==> src/rtl/reg_file_ctrl.sv <==
// reg_file_ctrl: command-driven single/burst access controller that is the sole
// driver of an 8-entry register file port. Write beats stream in over a
// valid/ready handshake. Read beats stream out with backpressure. The burst
// address wraps modulo 2^ADDR_WIDTH.
module reg_file_ctrl #(
    parameter int DATA_WIDTH = 16,
    parameter int ADDR_WIDTH = 3
) (
    input  logic                  CLK,
    input  logic                  RST,
    input  logic                  Cmd_Valid,
    output logic                  Cmd_Ready,
    input  logic                  Cmd_Op,
    input  logic [ADDR_WIDTH-1:0] Cmd_Addr,
    input  logic [2:0]            Cmd_Len,
    input  logic                  Wd_Valid,
    input  logic [DATA_WIDTH-1:0] Wd_Data,
    output logic                  Wd_Ready,
    output logic                  Rd_Valid,
    output logic [DATA_WIDTH-1:0] Rd_Data,
    output logic                  Rd_Last,
    input  logic                  Rd_Ready,
    output logic                  Busy,
    output logic                  WrEn,
    output logic                  RdEn,
    output logic [ADDR_WIDTH-1:0] Address,
    output logic [DATA_WIDTH-1:0] WrData,
    input  logic [DATA_WIDTH-1:0] RdData
);

    typedef enum logic [1:0] {
        S_IDLE  = 2'd0,
        S_WRITE = 2'd1,
        S_READ  = 2'd2,
        S_RESP  = 2'd3
    } state_t;

    state_t                state_q, state_d;
    logic [ADDR_WIDTH-1:0] cur_addr_q, cur_addr_d;
    logic [2:0]            beats_left_q, beats_left_d;

    // Next-state logic: command capture, per-beat address/count stepping.
    always_comb begin
        // NOTE: every signal gets a default first so no path leaves it unassigned (no latch).
        state_d      = state_q;
        cur_addr_d   = cur_addr_q;
        beats_left_d = beats_left_q;
        unique case (state_q)
            S_IDLE: begin
                if (Cmd_Valid) begin
                    cur_addr_d   = Cmd_Addr;
                    beats_left_d = Cmd_Len;
                    state_d      = Cmd_Op ? S_READ : S_WRITE;
                end
            end
            S_WRITE: begin
                if (Wd_Valid) begin
                    if (beats_left_q == 3'd0) begin
                        state_d = S_IDLE;
                    end else begin
                        cur_addr_d   = cur_addr_q + ADDR_WIDTH'(1);
                        beats_left_d = beats_left_q - 3'd1;
                    end
                end
            end
            S_READ: begin
                state_d = S_RESP;
            end
            S_RESP: begin
                if (Rd_Ready) begin
                    if (beats_left_q == 3'd0) begin
                        state_d = S_IDLE;
                    end else begin
                        cur_addr_d   = cur_addr_q + ADDR_WIDTH'(1);
                        beats_left_d = beats_left_q - 3'd1;
                        state_d      = S_READ;
                    end
                end
            end
            default: state_d = S_IDLE;
        endcase
    end

    // State registers with synchronous reset that abandons any burst in flight.
    always_ff @(posedge CLK) begin
        // NOTE: state registers use non-blocking assignments so every flop samples pre-edge values.
        if (RST) begin
            state_q      <= S_IDLE;
            cur_addr_q   <= '0;
            beats_left_q <= '0;
        end else begin
            state_q      <= state_d;
            cur_addr_q   <= cur_addr_d;
            beats_left_q <= beats_left_d;
        end
    end

    // Output decode from the registered state; everything is forced low while RST is high
    // so a reset mid-burst cannot produce one last WrEn/RdEn or Rd_Valid.
    always_comb begin
        Cmd_Ready = 1'b0;
        Wd_Ready  = 1'b0;
        Rd_Valid  = 1'b0;
        Rd_Data   = '0;
        Rd_Last   = 1'b0;
        Busy      = 1'b0;
        WrEn      = 1'b0;
        RdEn      = 1'b0;
        Address   = '0;
        WrData    = '0;
        if (!RST) begin
            Busy = (state_q != S_IDLE);
            unique case (state_q)
                S_IDLE: begin
                    Cmd_Ready = 1'b1;
                end
                S_WRITE: begin
                    Wd_Ready = 1'b1;
                    WrEn     = Wd_Valid;
                    Address  = cur_addr_q;
                    WrData   = Wd_Data;
                end
                S_READ: begin
                    RdEn    = 1'b1;
                    Address = cur_addr_q;
                end
                S_RESP: begin
                    Rd_Valid = 1'b1;
                    Rd_Data  = RdData;
                    Rd_Last  = (beats_left_q == 3'd0);
                end
                default: ;
            endcase
        end
    end

endmodule

==> config.mk <==
export PLATFORM = sky130hd
export DESIGN_NAME = reg_file_ctrl
export DESIGN_NICKNAME = d
export VERILOG_FILES = /design/src/rtl/reg_file_ctrl.sv
export SDC_FILE = /design/constraint.sdc
export NUM_CORES = 1
export LEC_CHECK = 0
export ABC_AREA = 1
export BUFFER_PORTS_ARGS = -buffer_cell sky130_fd_sc_hd__buf_2
export CAP_MARGIN = 10
export CORE_ASPECT_RATIO = 1.2
export CORE_MARGIN = 3
export CORE_UTILIZATION = 30
export CTS_CLUSTER_SIZE = 8
export DETAILED_ROUTE_END_ITERATION = 8
export PLACE_DENSITY = 0.66
export SLEW_MARGIN = 20
export SYNTH_ARGS = -nofsm -noshare
export SYNTH_HDL_FRONTEND = slang
export SYNTH_SLANG_ARGS = --single-unit
==> constraint.sdc <==
create_clock -name CLK -period 3.35 [get_ports CLK]
set_clock_uncertainty 0.2 [all_clocks]
set_input_delay 0.1675 -clock CLK [delete_from_list [all_inputs] [get_ports CLK]]
set_output_delay 0.1675 -clock CLK [all_outputs]
set_load 0.02 [all_outputs]
==> flow_metrics.py, run 1 <==
metrics = {
    "sta": {
        "final.setup.tns_ns": 0,
        "layout_min_cycle_time_ns": 2.18,
        "worst_pin_slew_ns": 0.739,
        "timing.fmax_ghz": 0.459,
        "relSlewSlack_pct": 50.7,
        "rsz0062_at_grt": "false",
        "setup_viol": 0,
        "finalHoldViolCount": 0,
        "slew_violations": 0,
        "timing.final.crit_share_pct": 65.1,
    },
    "critical_path": {
        "path_cells": "inv_1, ha_1, nand2_1, nor2_1, buf_2",
        "critical_path_buf_inv_count": 2,
        "crit_arrival_ns": 1.81,
        "critPathRequiredTime_ns": 2.98,
        "startpoint_type": "flop",
        "cpPeakStageDelay_ns": 0.66,
        "worst_path_max_delay_cell": "ha_1",
        "crit_path_end_kind": "output pin",
        "r2r_start": "state_q[1]",
        "worstPathMaxFanout": 18,
        "r2r_setup_slack_ns": 1.37,
        "path_delay_family": "adder cells",
        "r2r-end": "cur_addr_q[0]",
        "r2r_cells": 9,
        "path_class": "flop to output pin",
    },
    "yosys": {
        "synthesis.nets": 251,
        "synthTopCellsByArea": "nand2_1 (23%), nor2_1 (19%), dfxtp_1 (15%), ha_1 (12%), inv_1 (4.9%)",
        "postSynthCellCount": 197,
        "yosysUniqueCellTypes": 21,
        "avgSynthCellArea_sq_um": 5.45,
        "synth_top_area_share_pct": 23.1,
        "yosys_warnings": 0,
        "ys_ff_latch": 8,
        "syn_area_sq_um": 1070,
        "yosysTopAreaCell": "nand2_1",
        "synth_seq_area_share_pct": 14.9,
    },
    "detailed_routing": {
        "wl_per_cell_um": 9.57,
        "vias": 1364,
        "drt_iter0_drc": 43,
        "antenna_left": 0,
        "routed_wl_um": 3000,
        "drc": 0,
        "dr.pass1.iters": 4,
        "viasPerCell": 4.36,
    },
    "floorplan": {
        "die-area_sq_um": 4340,
        "core_area_sq_um": 3400,
        "io_pins": 86,
        "dieWidth_um": 60.6,
        "die_h_um": 71.5,
        "rows": 23,
        "start_util_pct": 31.6,
    },
    "cts": {
        "numCtsBuffers": 3,
        "cts_setup_buffers": 0,
        "post_cts_resized": 0,
        "clkLatencyLatePin_ns": 0.23,
        "clk_path_buf_depth": 2,
        "ctsHoldBuffers": 0,
        "clock-sinks": 8,
        "cts_tree": "built",
        "htreeDepth": 1,
        "path_clk_slew_ns": 0.04,
        "root_buffer": "clkbuf_8",
    },
    "cells_and_area": {
        "post-route-util_pct": 45.2,
        "nNetsFinal": 332,
        "antenna_cells": 0,
        "area_delta_synth_final_pct": 43.0,
        "fillers": 376,
        "layoutNonFillerInstCount": 313,
        "drive_above_1_share_pct": 40.2,
    },
    "pwr": {
        "p_leak_nw": 0.951,
        "power_density_nw_per_um2": 609,
        "ir_worst_vdd_uv": 300,
    },
    "placement": {
        "dp.cells": 310,
        "numPortBuffers": 85,
        "gp_congestion": 0.786,
        "post-dp-hpwl_um": 2420,
    },
    "worst_hold_path": {
        "min_path_cells": 5,
        "hold-path-endpoint": "beats_left_q[2]",
        "min_path_type": "input port to flop",
        "hold_start": "Cmd_Len[2]",
    },
    "run": {
        "cap_violations": 0,
    },
    "global_route": {
        "antenna_found_initial": 0,
        "groute.usage.overall_pct": 14.0,
        "grt_pass1_vias": 1226,
        "grt_max_degree": 45,
        "grt_pass1_wl_um": 4800,
        "grt-ovfl-total": 0,
    },
    "run_status": {
        "outcome": "finished clean",
    },
}
[worst register-to-register path, delay by kind of cell, from the launching register on]
family,cells,cell delay (ns)
fa+ha+maj,1,0.66
flops,1,0.35
compound gates,1,0.07
simple gates,5,0.32
buf+inv,2,0.28
[worst max path at each step]
stage,from,to,slack (ns),depth (start not counted)
detailed placement,state_q[1],cur_addr_q[0],1.37,9
global placement,state_q[1],cur_addr_q[0],1.42,9
global route,state_q[1],WrData[12],0.96,5
CTS,state_q[1],WrData[4],1.16,5
finish,state_q[1],WrData[12],1.17,5
floorplan,state_q[0],Rd_Last,1.65,3
[where the power goes]
| part | internal (mW) | switching, mW |
|---|---|---|
| logic | 0.236 | 0.413 |
| clock network | 0.0781 | 0.0408 |
| registers | 0.133 | 0.0352 |
| total | 0.447 | 0.489 |
[registers in the layout, indices dropped and copies added, names as in the netlist]
signal,cells
beats_left_q,3
state_q,2
cur_addr_q,3
[layout make-up]
class | instances | area (sq um) | area share (%)
multi-input cells | 161 | 786 | 51.2
repair buffers | 85 | 425 | 27.7
clock buffers | 3 | 41.3 | 2.69
flip-flops and latches | 8 | 160 | 10.4
inverters | 19 | 76.3 | 4.97
well taps | 37 | 46.3 | 3.02
[placed cells by master, fill, tap and decap left out, drive strengths merged]
cell,synthesis,final
or2,2,2
a21oi,5,5
ha,10,10
nor2,64,64
nand2,73,73
o21ai,1,1
clkinv,1,1
dfxtp,8,8
clkbuf,0,3
nor3,2,2
buf,9,85
inv,18,18
nand3,4,4
[Yosys cell counts (all sizes together)]
master / number
nand2: 73
nor2: 64
inv: 18
ha: 10
buf: 9
dfxtp: 8
a21oi: 5
nand3: 4
nor3: 2
or2: 2
clkinv: 1
o21ai: 1
[cells by family (layout without fill, tap and decap cells)]
| logic type | Yosys count | in the layout | synth area share [%] |
|---|---|---|---|
| simple gates | 145 | 145 | 58.7 |
| buf+inv | 28 | 107 | 11.9 |
| fa+ha+maj | 10 | 10 | 11.7 |
| flops | 8 | 8 | 14.9 |
| compound gates | 6 | 6 | 2.80 |
[per-stage QoR]
step	power, mW	hold slack, ns	setup slack, ns	cell area, sq um
6_report	0.935	0.0573	1.17	1540
5_1_grt	1.06	0.108	0.960	1540
4_1_cts	0.954	0.0548	1.16	1540
3_5_place_dp	0.827	0.276	1.37	1490
3_3_place_gp	0.825	0.276	1.42	1490
2_1_floorplan	0.683	0.192	1.65	1070
[routing by layer]
layer	wire, um	up-vias	GRT usage, %	part of all wire (%)
met3	311	5	2.52	10
met4	39	0	5.30	1.3
met2	1460	55	26.6	49
li1	-	740	-	-
met5	0	-	0	0
met1	1180	564	14.4	39
No activity file was read; power rests on OpenSTA's default activity.
==> run 2: changes to the inputs <==
==> constraint.sdc (replaced) <==
create_clock -name CLK -period 2.3 [get_ports CLK]
set_clock_uncertainty 0.2 [all_clocks]
set_input_delay 0.115 -clock CLK [delete_from_list [all_inputs] [get_ports CLK]]
set_output_delay 0.115 -clock CLK [all_outputs]
set_load 0.02 [all_outputs]
==> run 2 against run 1 <==
- critical path depth rose by 1
- cell count is 0.32% higher
- sequential power up 46%
- clock power rose by 39%
- sequential cell count is the same
- setup slack got worse by 0.84 ns
- hold slack worse by 0.044 ns
- largest power group unchanged
- non-clock buffer count increased by 1
- largest cell class unchanged
- register-to-register slack got worse by 0.79 ns
- cell area up 0.49%
- via count fell by 0.73%
==> flow_metrics.py, run 2 (synthesis results as in run 1) <==
metrics = {
    "cts": {
        "ctsHoldBuffers": 0,
        "htreeDepth": 1,
        "cts_tree": "built",
        "cts_setup_buffers": 0,
        "post_cts_resized": 0,
        "path_clk_slew_ns": 0.04,
        "clock-sinks": 8,
        "clk_path_buf_depth": 2,
        "clkLatencyLatePin_ns": 0.23,
        "numCtsBuffers": 3,
        "root_buffer": "clkbuf_8",
    },
    "cells_and_area": {
        "drive_above_1_share_pct": 40.4,
        "final_common_cell": "buf_2",
        "fillers": 371,
        "post-route-util_pct": 45.4,
        "reg_top3": "beats_left_q (3), cur_addr_q (3), state_q (2)",
        "layoutNonFillerInstCount": 314,
        "antenna_cells": 0,
        "area_delta_synth_final_pct": 43.7,
        "nNetsFinal": 333,
        "final_cell_mix": "buf_2 (85), nand2_1 (66), nor2_1 (55), inv_1 (14), ha_1 (10)",
    },
    "floorplan": {
        "die_h_um": 71.5,
        "die-area_sq_um": 4340,
        "rows": 23,
        "io_pins": 86,
        "core_area_sq_um": 3400,
        "dieWidth_um": 60.6,
        "start_util_pct": 31.6,
    },
    "sta": {
        "layout_min_cycle_time_ns": 1.97,
        "timing.fmax_ghz": 0.508,
        "slew_violations": 0,
        "worst_pin_slew_ns": 0.744,
        "finalHoldViolCount": 0,
        "relSlewSlack_pct": 50.4,
        "setup_viol": 0,
        "rsz0062_at_grt": "false",
        "setup_ws_ns": 0.332,
        "final.setup.tns_ns": 0,
        "timing.final.crit_share_pct": 85.6,
    },
    "run_status": {
        "outcome": "finished clean",
    },
    "critical_path": {
        "startpoint_type": "flop",
        "path_class": "flop to output pin",
        "crit_arrival_ns": 1.65,
        "path_delay_family": "buffers and inverters",
        "critPathRequiredTime_ns": 1.99,
        "crit_path_end_kind": "output pin",
        "worst_path_max_delay_cell": "dfxtp_1",
        "cpPeakStageDelay_ns": 0.34,
        "worstPathMaxFanout": 16,
        "critical_path_buf_inv_count": 3,
        "path_cells": "inv_1, ha_1, buf_4, nand2_1, nor2_1, buf_2",
    },
    "pwr": {
        "ir_worst_vdd_uv": 379,
        "p_leak_nw": 0.956,
        "power_density_nw_per_um2": 880,
    },
    "detailed_routing": {
        "routed_wl_um": 2880,
        "drc": 0,
        "wl_per_cell_um": 9.16,
        "vias": 1354,
        "viasPerCell": 4.31,
        "antenna_left": 0,
        "dr.pass1.iters": 4,
        "drt_iter0_drc": 51,
    },
    "global_route": {
        "antenna_found_initial": 0,
        "groute.usage.overall_pct": 13.3,
        "grt_max_degree": 45,
        "grt_pass1_wl_um": 4620,
        "grt-ovfl-total": 0,
        "grt_pass1_vias": 1202,
    },
    "placement": {
        "post-dp-hpwl_um": 2380,
        "place_ws_ns": 0.561,
        "gp_congestion": 0.790,
        "numPortBuffers": 85,
        "dp.cells": 311,
    },
    "worst_hold_path": {
        "min_path_type": "input port to flop",
    },
    "run": {
        "cap_violations": 0,
    },
}
## run 2: changes by cell type in the layout (fill, tap and decap cells not counted), sizes merged
| cell | before | now |
|---|---|---|
| buf | 85 | 86 |
## run 2: worst min-delay path, delay by kind of cell
kind                   cells  cell delay [ns]
and+or+nand+nor            4             0.21
buffers and inverters      1             0.08
## run 2: layout make-up
cell class / instances / area [sq um] / share of cell area (%)
flip-flops and latches: 8 / 160 / 10.4
well taps: 37 / 46.3 / 3.00
repair buffers: 86 / 433 / 28.1
inverters: 19 / 76.3 / 4.95
clock buffers: 3 / 41.3 / 2.68
multi-input cells: 161 / 786 / 50.9
## run 2: routing by layer
layer | part of all wire, % | GRT usage [%] | vias up
li1 | - | - | 740
met1 | 41 | 13.9 | 558
met2 | 49 | 26.2 | 52
met3 | 8.3 | 1.26 | 4
met4 | 0.87 | 4.58 | 0
met5 | 0 | 0 | -
## run 2: final timing paths
path	from	end	slack [ns]	cells after the start
setup / recovery	state_q[1]	WrData[3]	0.33	6
hold / removal	Cmd_Len[2]	beats_left_q[2]	0.01	5
setup reg to reg	state_q[0]	beats_left_q[0]	0.58	8
hold reg to reg	beats_left_q[1]	beats_left_q[1]	0.29	2
## run 2: power by group
group          total [mW]  switching [mW]  internal, mW
clock network       0.165          0.0523         0.113
logic               0.946           0.599         0.347
registers           0.245          0.0517         0.193
## run 2: through the flow
step,power (mW),hold WS [ns],area [sq um]
floorplan,0.994,0.140,1070
global placement,1.20,0.236,1500
detailed placement,1.20,0.247,1500
CTS,1.37,0.0124,1540
global route,1.52,0.0521,1540
finish,1.36,0.0138,1540
